### src/rtl/refresh_sched_pkg.sv
// Shared types and default timing for the refresh scheduler.
// DEF_PERIOD is derived from the DRAM refresh slot length and the FSB clock rate.
package refresh_sched_pkg;

  typedef enum logic [1:0] {
    IDLE = 2'd0,
    PEND = 2'd1,
    URG  = 2'd2
  } ref_state_t;

  localparam int SLOT_NS  = 15600;
  localparam int FCLK_MHZ = 25;

  function automatic int slot_cycles(input int mhz);
    return (mhz * SLOT_NS) / 1000;
  endfunction

  localparam int DEF_PERIOD       = slot_cycles(FCLK_MHZ);
  localparam int DEF_URGENT_LEVEL = 2;
  localparam int DEF_MAX_PEND     = 4;
  localparam int DEF_ROW_BITS     = 9;
  localparam int PRE_W            = 12;
  localparam int PEND_W           = 3;

endpackage

### src/rtl/refresh_sched_if.sv
// Refresh request bundle between the scheduler (slave) and the RAM controller / FSB side (master).
interface refresh_sched_if
  import refresh_sched_pkg::*;
#(
  parameter int ROW_BITS = DEF_ROW_BITS
);
  logic                RefEn;
  logic                BACT;
  logic                RefAck;
  logic                RefReq;
  logic                RefUrgent;
  logic                RefIdleOK;
  logic [ROW_BITS-1:0] RefRow;
  logic                RefOvf;
  logic                RefErr;

  modport master (
    output RefEn, BACT, RefAck,
    input  RefReq, RefUrgent, RefIdleOK, RefRow, RefOvf, RefErr
  );

  modport slave (
    input  RefEn, BACT, RefAck,
    output RefReq, RefUrgent, RefIdleOK, RefRow, RefOvf, RefErr
  );
endinterface

### src/rtl/refresh_sched_prescaler.sv
// Modulo-PERIOD counter; tick is combinational in the last count while enabled.
// Disabling holds the count in place so a paused interval resumes where it stopped.
module refresh_sched_prescaler
  import refresh_sched_pkg::*;
#(
  parameter int PERIOD = DEF_PERIOD,
  parameter int W      = PRE_W
) (
  input  logic clk,
  input  logic rst,
  input  logic en,
  output logic tick
);
  localparam logic [W-1:0] LAST = W'(PERIOD - 1);

  logic [W-1:0] cnt;

  assign tick = en && (cnt == LAST);

  always_ff @(posedge clk) begin
    if (rst) begin
      cnt <= '0;
    end else if (en) begin
      cnt <= tick ? '0 : cnt + 1'b1;
    end
  end
endmodule

### src/rtl/refresh_sched.sv
// Refresh-request scheduler: owes one refresh per prescaler slot, retires one per RAM ack.
// Outputs are registered from the next-cycle debt, so they move 1 FCLK after tick/ack.
module refresh_sched
  import refresh_sched_pkg::*;
#(
  parameter int PERIOD       = DEF_PERIOD,
  parameter int URGENT_LEVEL = DEF_URGENT_LEVEL,
  parameter int MAX_PEND     = DEF_MAX_PEND,
  parameter int ROW_BITS     = DEF_ROW_BITS
) (
  input  logic           FCLK,
  input  logic           RES,
  refresh_sched_if.slave bus
);
  localparam logic [PEND_W-1:0] MAXP = PEND_W'(MAX_PEND);
  localparam logic [PEND_W-1:0] URGL = PEND_W'(URGENT_LEVEL);

  logic                tick;
  logic [PEND_W-1:0]   pend;
  logic [PEND_W-1:0]   pend_nxt;
  logic                ack_ok;
  logic                ovf_hit;
  logic                err_hit;
  ref_state_t          state;
  logic [ROW_BITS-1:0] row;
  logic                req_q, urg_q, idle_q, ovf_q, err_q;

  refresh_sched_prescaler #(.PERIOD(PERIOD), .W(PRE_W)) u_pre (
    .clk  (FCLK),
    .rst  (RES),
    .en   (bus.RefEn),
    .tick (tick)
  );

  // A tick and an ack in the same cycle cancel, even at zero debt: that is an immediate retire.
  always_comb begin
    pend_nxt = pend;
    ack_ok   = 1'b0;
    ovf_hit  = 1'b0;
    err_hit  = 1'b0;
    if (tick && !bus.RefAck) begin
      if (pend == MAXP) ovf_hit = 1'b1;
      else              pend_nxt = pend + 1'b1;
    end else if (!tick && bus.RefAck) begin
      if (pend == '0) begin
        err_hit = 1'b1;
      end else begin
        pend_nxt = pend - 1'b1;
        ack_ok   = 1'b1;
      end
    end else if (tick && bus.RefAck) begin
      ack_ok = 1'b1;
    end
  end

  always_ff @(posedge FCLK) begin
    if (RES) begin
      pend   <= '0;
      row    <= '0;
      state  <= IDLE;
      req_q  <= 1'b0;
      urg_q  <= 1'b0;
      idle_q <= 1'b0;
      ovf_q  <= 1'b0;
      err_q  <= 1'b0;
    end else begin
      pend <= pend_nxt;
      if (ack_ok)  row   <= row + 1'b1;
      if (ovf_hit) ovf_q <= 1'b1;
      if (err_hit) err_q <= 1'b1;
      // Next state follows the new debt directly, which also skips PEND when URGENT_LEVEL is 1.
      if (pend_nxt == '0) begin
        state  <= IDLE;
        req_q  <= 1'b0;
        urg_q  <= 1'b0;
        idle_q <= 1'b0;
      end else if (pend_nxt >= URGL) begin
        state  <= URG;
        req_q  <= 1'b1;
        urg_q  <= 1'b1;
        idle_q <= !bus.BACT;
      end else begin
        state  <= PEND;
        req_q  <= 1'b1;
        urg_q  <= 1'b0;
        idle_q <= !bus.BACT;
      end
    end
  end

  assign bus.RefReq    = req_q;
  assign bus.RefUrgent = urg_q;
  assign bus.RefIdleOK = idle_q;
  assign bus.RefRow    = row;
  assign bus.RefOvf    = ovf_q;
  assign bus.RefErr    = err_q;

  logic unused_state;
  assign unused_state = ^state;
endmodule
### src/flat_wrapper.sv
// flat-port wrapper written by rule: the top's interface ports become plain ports
module refresh_sched_flat import refresh_sched_pkg::*;
#(
  parameter int PERIOD       = DEF_PERIOD,
  parameter int URGENT_LEVEL = DEF_URGENT_LEVEL,
  parameter int MAX_PEND     = DEF_MAX_PEND,
  parameter int ROW_BITS     = DEF_ROW_BITS
)
  (FCLK, RES, bus_RefEn, bus_BACT, bus_RefAck, bus_RefReq, bus_RefUrgent, bus_RefIdleOK, bus_RefRow, bus_RefOvf, bus_RefErr);
  refresh_sched_if #(.ROW_BITS(ROW_BITS)) bus_i ();
  input  logic FCLK;
  input  logic RES;
  input wire logic [$bits(bus_i.RefEn)-1:0] bus_RefEn;
  input wire logic [$bits(bus_i.BACT)-1:0] bus_BACT;
  input wire logic [$bits(bus_i.RefAck)-1:0] bus_RefAck;
  output wire logic [$bits(bus_i.RefReq)-1:0] bus_RefReq;
  output wire logic [$bits(bus_i.RefUrgent)-1:0] bus_RefUrgent;
  output wire logic [$bits(bus_i.RefIdleOK)-1:0] bus_RefIdleOK;
  output wire logic [$bits(bus_i.RefRow)-1:0] bus_RefRow;
  output wire logic [$bits(bus_i.RefOvf)-1:0] bus_RefOvf;
  output wire logic [$bits(bus_i.RefErr)-1:0] bus_RefErr;
  assign bus_i.RefEn = bus_RefEn;
  assign bus_i.BACT = bus_BACT;
  assign bus_i.RefAck = bus_RefAck;
  assign bus_RefReq = bus_i.RefReq;
  assign bus_RefUrgent = bus_i.RefUrgent;
  assign bus_RefIdleOK = bus_i.RefIdleOK;
  assign bus_RefRow = bus_i.RefRow;
  assign bus_RefOvf = bus_i.RefOvf;
  assign bus_RefErr = bus_i.RefErr;
  refresh_sched #(.PERIOD(PERIOD), .URGENT_LEVEL(URGENT_LEVEL), .MAX_PEND(MAX_PEND), .ROW_BITS(ROW_BITS)) u_core (.FCLK(FCLK), .RES(RES), .bus(bus_i));
endmodule
### config.mk
export PLATFORM = sky130hd
export DESIGN_NAME = refresh_sched_flat
export DESIGN_NICKNAME = d
export VERILOG_FILES = /design/src/rtl/refresh_sched_pkg.sv /design/src/rtl/refresh_sched_if.sv /design/src/rtl/refresh_sched_prescaler.sv /design/src/rtl/refresh_sched.sv /design/src/flat_wrapper.sv
export SDC_FILE = /design/constraint.sdc
export NUM_CORES = 1
export LEC_CHECK = 0
export BUFFER_PORTS_ARGS = -buffer_cell sky130_fd_sc_hd__buf_2
export CAP_MARGIN = 40
export CORE_MARGIN = 2
export CORE_UTILIZATION = 50
export DETAILED_ROUTE_END_ITERATION = 10
export GPL_ROUTABILITY_DRIVEN = 0
export PLACE_DENSITY = 0.76
export SLEW_MARGIN = 10
export SYNTH_ARGS = -nofsm -noshare
export SYNTH_HDL_FRONTEND = slang
export SYNTH_SLANG_ARGS = --single-unit
### constraint.sdc
create_clock -name FCLK -period 5.2 [get_ports FCLK]
set_input_delay 1.56 -clock FCLK [delete_from_list [all_inputs] [get_ports FCLK]]
set_output_delay 1.56 -clock FCLK [all_outputs]
set_load 0.02 [all_outputs]
Yosys cells after proc, flatten, opt, wreduce, memory -nomap -nowiden
Cells that the tools add are included.
W data, S select, Z words.
{ "word_totals": {"reg_bits": 29, "inputBits": 5} }
{ "op_classes": {"mux": 16, "addsub": 4, "reduce_logical": 10, "eq_ne": 2, "order_cmp": 1} }
{ "op_table": {"columns": ["operator", "n"], "rows": [
  ["$add A12 B1 Y12 const B", 1],
  ["$eq A12 B9 Y1 const B", 1],
  ["$mux W12", 1],
  ["$mux W3", 4],
  ["$mux W1", 11],
  ["$add A9 B1 Y9 const B", 1],
  ["$logic_not A3 Y1", 2],
  ["$logic_and A1 B1 Y1", 4],
  ["$add A3 B1 Y3 const B", 1],
  ["$eq A3 B3 Y1 const B", 1],
  ["$ge A3 B2 Y1 const B", 1],
  ["$logic_not A1 Y1", 3],
  ["$sub A3 B1 Y3 const B", 1],
  ["$reduce_or A2 Y1", 1]
]} }

Logic depth before layout (Yosys ltp)
Gate-level depths: netlist (run 1).
{ "logic_depth": {"ltp_word": 8, "ltp_mapped": 7, "mapped_depth_nobuf": 7} }

Modules after synthesis
From an unflattened synthesis (run 1), not the netlist that was laid out.
{ "hier_totals": {"cells_unflattened": 158, "area_unflattened_um2": 1443.9} }
{ "modules_own_cells": {"columns": ["mod", "area_each_um2", "cells_per_inst", "n_inst"], "rows": [
  ["refresh_sched", 844.6, 92, 1],
  ["refresh_sched_prescaler", 599.3, 66, 1]
]} }

Worst setup path after synthesis (run 1)
Ideal clock, no wire load.
{ "synth_path": {"kind": "input -> register", "from": "input bus_RefEn", "to": "register u_core.req_q (netlist: u_core.bus.RefReq)", "n_path_buf": 1, "stages": 6, "arrival_ns": 2.938, "t_required_ns": 5.056, "setup_time_ns": 0.144, "setup_slack_ns": 2.118, "cell_sequence": "buf_2 and4_1 and3_2 mux2_2 a221oi_2 o211ai_1"} }
{ "synth_between": {"elab_chain_cells": 7, "elab_cells_between_ends": 8, "cone_classes": "3 x mux; 5 x reduce/logical"} }
{ "synth_lines": {"columns": ["element", "line_no", "text"], "rows": [
  ["from (decl)", "flat_wrapper.sv:13", "input wire logic [$bits(bus_i.RefEn)-1:0] bus_RefEn;"],
  ["$logic_and A1 B1 Y1 *", "refresh_sched_prescaler.sv:18", "assign tick = en && (cnt == LAST);"],
  ["$logic_not A1 Y1", "refresh_sched.sv:44", "end else if (!tick && bus.RefAck) begin"],
  ["$logic_and A1 B1 Y1", "refresh_sched.sv:44", null],
  ["$mux W3", "refresh_sched.sv:44", null],
  ["$mux W3 *", "refresh_sched.sv:41", "if (tick && !bus.RefAck) begin"],
  ["$logic_not A3 Y1 *", "refresh_sched.sv:72", "if (pend_nxt == '0) begin"],
  ["$mux W1 *", "refresh_sched.sv:72", null],
  ["to (signal assigned)", "refresh_sched.sv:74", "req_q <= 1'b0;"],
  ["to (signal assigned)", "refresh_sched.sv:79", "req_q <= 1'b1;"],
  ["to (signal assigned)", "refresh_sched.sv:84", "req_q <= 1'b1;"],
  ["to (decl)", "refresh_sched.sv:26", "logic req_q, urg_q, idle_q, ovf_q, err_q;"]
]} }
Every way passes the cells marked *; elsewhere a longest branch is shown, timed or not.
A chain may end at the register's enable or synchronous reset.

Final worst setup path (run 1)
Same ends and word-level chain as after synthesis.

==> impl_metrics.env, run 1 <==
export IMPL_status="finished with violations"
export IMPL_violations="DRC"
export IMPL_worst_pin_slew_ps=541
export IMPL_avgSynthCellArea_um2=8.61
export IMPL_r2r_start="u_core.u_pre.cnt[0]"
export IMPL_drt_iter0_drc=64
export IMPL_syn_area_um2=1490
export IMPL_setup_viol=0
export IMPL_clk_pin_slew_ps=100
export IMPL_synth_area_top_cells="dfxtp_1, nor2_1, xor2_1"
export IMPL_p_int_mw=0.379
export IMPL_swShare=0.326
export IMPL_cts_setup_buffers=0
export IMPL_antenna_found_initial=0
export IMPL_setup_ws_ps=2310
export IMPL_endpoint_kind="flop"
export IMPL_viasPerCell=5.70
export IMPL_n_fill_cell=252
export IMPL_crit_start="bus_RefEn"
export IMPL_placed_cell_area_um2=1590
export IMPL_die_w_um=58.6
export IMPL_cp_endpoint="u_core.bus.RefReq"
export IMPL_final_cell_mix="nor2_1, dfxtp_1, buf_2"
export IMPL_clockBufferDepth=2
export IMPL_die_area_um2=3430
export IMPL_grt_pass1_vias=1175
export IMPL_port_buffers=18
export IMPL_hp_class="flop to flop"
export IMPL_r2r_setup_slack_ps=3030
export IMPL_routed_wl_mm=2.92
export IMPL_htreeDepth=2
export IMPL_grt_max_degree=23
export IMPL_power_density_nw_per_um2=339
export IMPL_synth_cell_types=37
export IMPL_leakage_nw=0.698
export IMPL_final_cell_area_um2=1660
export IMPL_die_y_um=58.6
export IMPL_yosysTopAreaCellShare=0.390
export IMPL_vdd_ir_drop_max_uv=155
export IMPL_cts_tree="yes"
export IMPL_worstPathRequired_ps=5390
export IMPL_synth_seq_cells=29
export IMPL_numCtsBuffers=5
export IMPL_fin_crit_ps=2890
export IMPL_path_max_fanout=7
export IMPL_relSlewSlack=0.638
export IMPL_initial_core_util=0.531
export IMPL_syn_to_final_growth_pct=11.3
export IMPL_max_freq_mhz=346
export IMPL_antenna_cells=0
export IMPL_dp_cells=215
export IMPL_stdcell_count=223
export IMPL_syn_num_nets=184
export IMPL_cts_sinks=29
export IMPL_layout_commonest_cell="nor2_1"
export IMPL_arrival_ps=3090
export IMPL_cts_resized_gates=0
export IMPL_rsz0062_at_grt="false"
export IMPL_synth_cells=173
export IMPL_slew_violations=0
export IMPL_ant_nets=0
export IMPL_drcViolationCount=1
export IMPL_dpl_worst_slack_ps=1980
export IMPL_io_pins=19
export IMPL_r2r_cells=6
export IMPL_startpoint_type="primary input"
export IMPL_seq_area_frac_synth=0.390
export IMPL_core_area_um2=2810
export IMPL_layout_nets=202
export IMPL_num_vias=1270
export IMPL_drt_pass1_iter_count=7
export IMPL_reg2reg_to="u_core.bus.RefReq"
export IMPL_dp_hpwl_mm=2.14
export IMPL_criticalPathCategory="primary input to flop"
export IMPL_drt_wirelength_per_cell_um=13.1
export IMPL_finalCritPeriodShare=0.556
export IMPL_cap_violations=0
export IMPL_drive_above_1_share=0.193
export IMPL_num_rows=19
export IMPL_yosysTopAreaCell="dfxtp_1"
export IMPL_yosysWarnings=0
export IMPL_cts_root_buf="clkbuf_4"
export IMPL_fin_skew_ps=10.5
export IMPL_grt_pass1_wl_mm=4.95
export IMPL_holdBufCountCts=0
export IMPL_hold_violations=0
export IMPL_clk_latency_ps=330
export IMPL_track_usage=0.189
export IMPL_p_comb_frac=0.266
export IMPL_share_seq_of_total_power=0.455
export IMPL_grt_overflow=0
export IMPL_p_clk_frac=0.279
export IMPL_timing_setup_tns_ps=0
export IMPL_p_switching_mw=0.183
-- per-stage QoR --
step,power [mW],utilization,hold slack (ps)
2_1_floorplan,0.375,-,510
3_3_place_gp,0.404,0.566,454
3_5_place_dp,0.410,0.566,470
4_1_cts,0.567,0.591,492
5_1_grt,0.598,0.591,520
6_report,0.562,0.591,495
-- worst min path at each step --
stage	startpoint	end	cells past startpoint
2_1_floorplan	u_core.u_pre.cnt[1]	u_core.u_pre.cnt[1]	2
3_3_place_gp	u_core.bus.RefErr	u_core.bus.RefErr	2
3_5_place_dp	u_core.bus.RefOvf	u_core.bus.RefOvf	2
4_1_cts	u_core.bus.RefOvf	u_core.bus.RefOvf	2
5_1_grt	u_core.bus.RefOvf	u_core.bus.RefOvf	2
6_report	u_core.bus.RefErr	u_core.bus.RefErr	2
-- layer usage --
metal  track usage  part of all wire  vias up
li1              -                 -      638
met1         0.219              0.46      602
met2         0.315              0.48       25
met3        0.0681             0.046        5
met4        0.0844             0.015        0
met5             0                 0        -
-- synth_stat cells --
cell / instances
dfxtp_1: 29
nand3_1: 7
nand3b_1: 1
inv_1: 6
clkbuf_1: 4
a31oi_1: 4
o22ai_1: 1
nor3b_1: 1
nand2b_1: 1
nand2_1: 10
a31o_4: 1
a21oi_1: 5
a21boi_0: 1
nand2_2: 1
mux2_2: 1
and3_1: 4
o211ai_1: 1
or3_1: 3
a221oi_2: 1
xnor2_1: 5
nor4b_4: 1
and3_2: 2
nor3_1: 2
and2_1: 1
nor2_1: 32
ha_1: 6
nor2b_1: 2
a22oi_2: 1
o32ai_1: 1
or2_2: 2
xor2_1: 12
o21ai_0: 5
nand4_1: 11
mux2i_1: 2
and4_1: 2
buf_2: 3
nor4_4: 1
-- power groups by stage --
stage          logic, mW  clock network (mW)  registers [mW]
2_1_floorplan      0.106                   0           0.270
3_3_place_gp       0.144                   0           0.260
3_5_place_dp       0.149                   0           0.261
4_1_cts            0.150               0.162           0.256
5_1_grt            0.165               0.174           0.259
6_report           0.149               0.157           0.256
-- registers in the layout (all words and copies together) (netlist names) --
name / flops
u_core.bus.RefIdleOK: 1
u_core.pend: 3
u_core.bus.RefOvf: 1
u_core.bus.RefRow: 9
u_core.u_pre.cnt: 12
u_core.bus.RefErr: 1
u_core.bus.RefUrgent: 1
u_core.bus.RefReq: 1
-- kinds of logic (layout without fill, tap and decap cells) --
| family | count (synthesis) | after routing | synth area share |
|---|---|---|---|
| compound gates | 21 | 21 | 0.101 |
| xor+xnor | 17 | 17 | 0.0999 |
| fa+ha+maj | 6 | 6 | 0.0504 |
| buf+inv | 13 | 32 | 0.0353 |
| flops | 29 | 29 | 0.390 |
| mux | 3 | 3 | 0.0210 |
| simple gates | 84 | 84 | 0.303 |
-- final cells by class --
| cell class | count | area [µm²] | share of cell area |
|---|---|---|---|
| multi-input cells | 131 | 857 | 0.517 |
| inverters | 6 | 22.5 | 0.0136 |
| clock buffers | 7 | 65.1 | 0.0392 |
| repair buffers | 18 | 90.1 | 0.0543 |
| clock inverters | 1 | 5.00 | 0.00302 |
| well taps | 31 | 38.8 | 0.0234 |
| flip-flops and latches | 29 | 581 | 0.350 |
-- worst max-delay path, stage by stage --
cell	delay (ps)
buf_2	150
and4_1	300
and3_2	270
mux2_2	350
a221oi_2	310
o211ai_1	140
Note: power is estimated with default switching activity, not from simulation.
==> inputs of run 2 (changes only) <==
PLACE_DENSITY = 0.79   (was 0.76)
clock period = 2.4 ns   (was 5.2 ns; I/O delays follow)
==> run 2 against run 1 <==
Net effect: the run still ends with DRC left; design area is the same; via count rose by 0.71%; first-iteration DRC count increased by 14%; global-route usage is 0.66 points lower; wire length shrank 3.7%; clock skew up 10 ps; critical path depth fell by 1; register-to-register slack lost 2700 ps; combinational power grew 120%; sequential power grew 120%; critical endpoint unchanged; highest routed layer unchanged.
==> impl_metrics.env, run 2 (same netlist as run 1, synthesis figures left out) <==
export IMPL_rsz0062_at_grt="false"
export IMPL_r2r_setup_slack_ps=300
export IMPL_setup_viol=0
export IMPL_fin_crit_ps=2100
export IMPL_routed_wl_mm=2.82
export IMPL_endpoint_kind="flop"
export IMPL_fin_skew_ps=21.0
export IMPL_layout_commonest_cell="nor2_1"
export IMPL_power_density_nw_per_um2=699
export IMPL_cts_root_buf="clkbuf_4"
export IMPL_grt_pass1_vias=1201
export IMPL_largest_reg_flops=12
export IMPL_relSlewSlack=0.679
export IMPL_worstPathRequired_ps=2580
export IMPL_drcViolationCount=2
export IMPL_viasPerCell=5.68
export IMPL_io_pins=19
export IMPL_leakage_nw=0.698
export IMPL_initial_core_util=0.531
export IMPL_worst_pin_slew_ps=479
export IMPL_slowest_stage="nor4_4"
export IMPL_layout_nets=204
export IMPL_die_w_um=58.6
export IMPL_largest_register="u_core.u_pre.cnt"
export IMPL_placed_cell_area_um2=1600
export IMPL_final_cell_area_um2=1660
export IMPL_clk_latency_ps=330
export IMPL_crit_chain="nor4_4 -> and3_2 -> mux2_2 -> a221oi_2 -> o211ai_1"
export IMPL_core_area_um2=2810
export IMPL_die_y_um=58.6
export IMPL_antenna_cells=0
export IMPL_clockBufferDepth=2
export IMPL_slew_violations=0
export IMPL_track_usage=0.183
export IMPL_grt_overflow=0
export IMPL_htreeDepth=2
export IMPL_clk_pin_slew_ps=90
export IMPL_drt_pass1_iter_count=7
export IMPL_drive_above_1_share=0.201
export IMPL_num_rows=19
export IMPL_setup_ws_ps=304
export IMPL_dp_cells=217
export IMPL_max_freq_mhz=477
export IMPL_cap_violations=0
export IMPL_finish_utilization=0.591
export IMPL_cts_setup_buffers=0
export IMPL_vdd_ir_drop_max_uv=401
export IMPL_final_cell_mix="nor2_1, dfxtp_1, buf_2"
export IMPL_holdBufCountCts=0
export IMPL_cts_resized_gates=0
export IMPL_syn_to_final_growth_pct=11.3
export IMPL_cts_sinks=29
export IMPL_finalCritPeriodShare=0.873
export IMPL_antenna_found_initial=0
export IMPL_num_vias=1279
export IMPL_criticalPathCategory="flop to flop"
export IMPL_cts_tree="yes"
export IMPL_ant_nets=0
export IMPL_startpoint_type="flop"
export IMPL_dp_hpwl_mm=2.13
export IMPL_drt_iter0_drc=73
export IMPL_hp_class="flop to flop"
export IMPL_numCtsBuffers=5
export IMPL_cpPeakStageDelay_ps=470
export IMPL_drt_wirelength_per_cell_um=12.5
export IMPL_path_max_fanout=6
export IMPL_p_total_mw=1.16
export IMPL_grt_pass1_wl_mm=4.89
export IMPL_stdcell_count=225
export IMPL_timing_setup_tns_ps=0
export IMPL_die_area_um2=3430
export IMPL_violations="DRC"
export IMPL_hold_violations=0
export IMPL_grt_max_degree=23
export IMPL_arrival_ps=2280
export IMPL_dpl_worst_slack_ps=141
export IMPL_hold_slack_ps=481
export IMPL_port_buffers=18
export IMPL_status="finished with violations"
==> run 2: area by class of cell <==
type | instances | area [µm²]
repair buffers | 20 | 105
flip-flops and latches | 29 | 581
multi-input cells | 131 | 857
clock buffers | 5 | 37.5
inverters | 6 | 22.5
clock inverters | 3 | 17.5
fillers | 268 | 1150
well taps | 31 | 38.8
==> run 2: critical path, delay by kind of cell (launching register included) <==
kind	cells	cell delay [ps]
AND/OR/NAND/NOR	2	790
AO/OA/AOI/OAI	2	420
flip-flops	1	380
multiplexers	1	360
==> run 2: where the power goes <==
| group | leakage (nW) | internal, mW | switching [mW] |
|---|---|---|---|
| Combinational | 0.432 | 0.133 | 0.190 |
| Sequential | 0.235 | 0.520 | 0.0355 |
| Clock | 0.0310 | 0.110 | 0.170 |
| Total | 0.698 | 0.764 | 0.396 |
==> run 2: metal layers <==
layer | GRT usage | part of all wire
met5 | 0 | 0
met4 | 0.0682 | 0.0078
met3 | 0.0593 | 0.045
met2 | 0.318 | 0.49
met1 | 0.208 | 0.46
==> run 2: worst paths after layout <==
check	end	depth (start not counted)	start
worst max-delay path	u_core.bus.RefReq	5	u_core.u_pre.cnt[4]
worst min-delay path	u_core.bus.RefErr	2	u_core.bus.RefErr
worst max register to register	u_core.bus.RefReq	5	u_core.u_pre.cnt[4]
worst min register to register	u_core.bus.RefErr	2	u_core.bus.RefErr
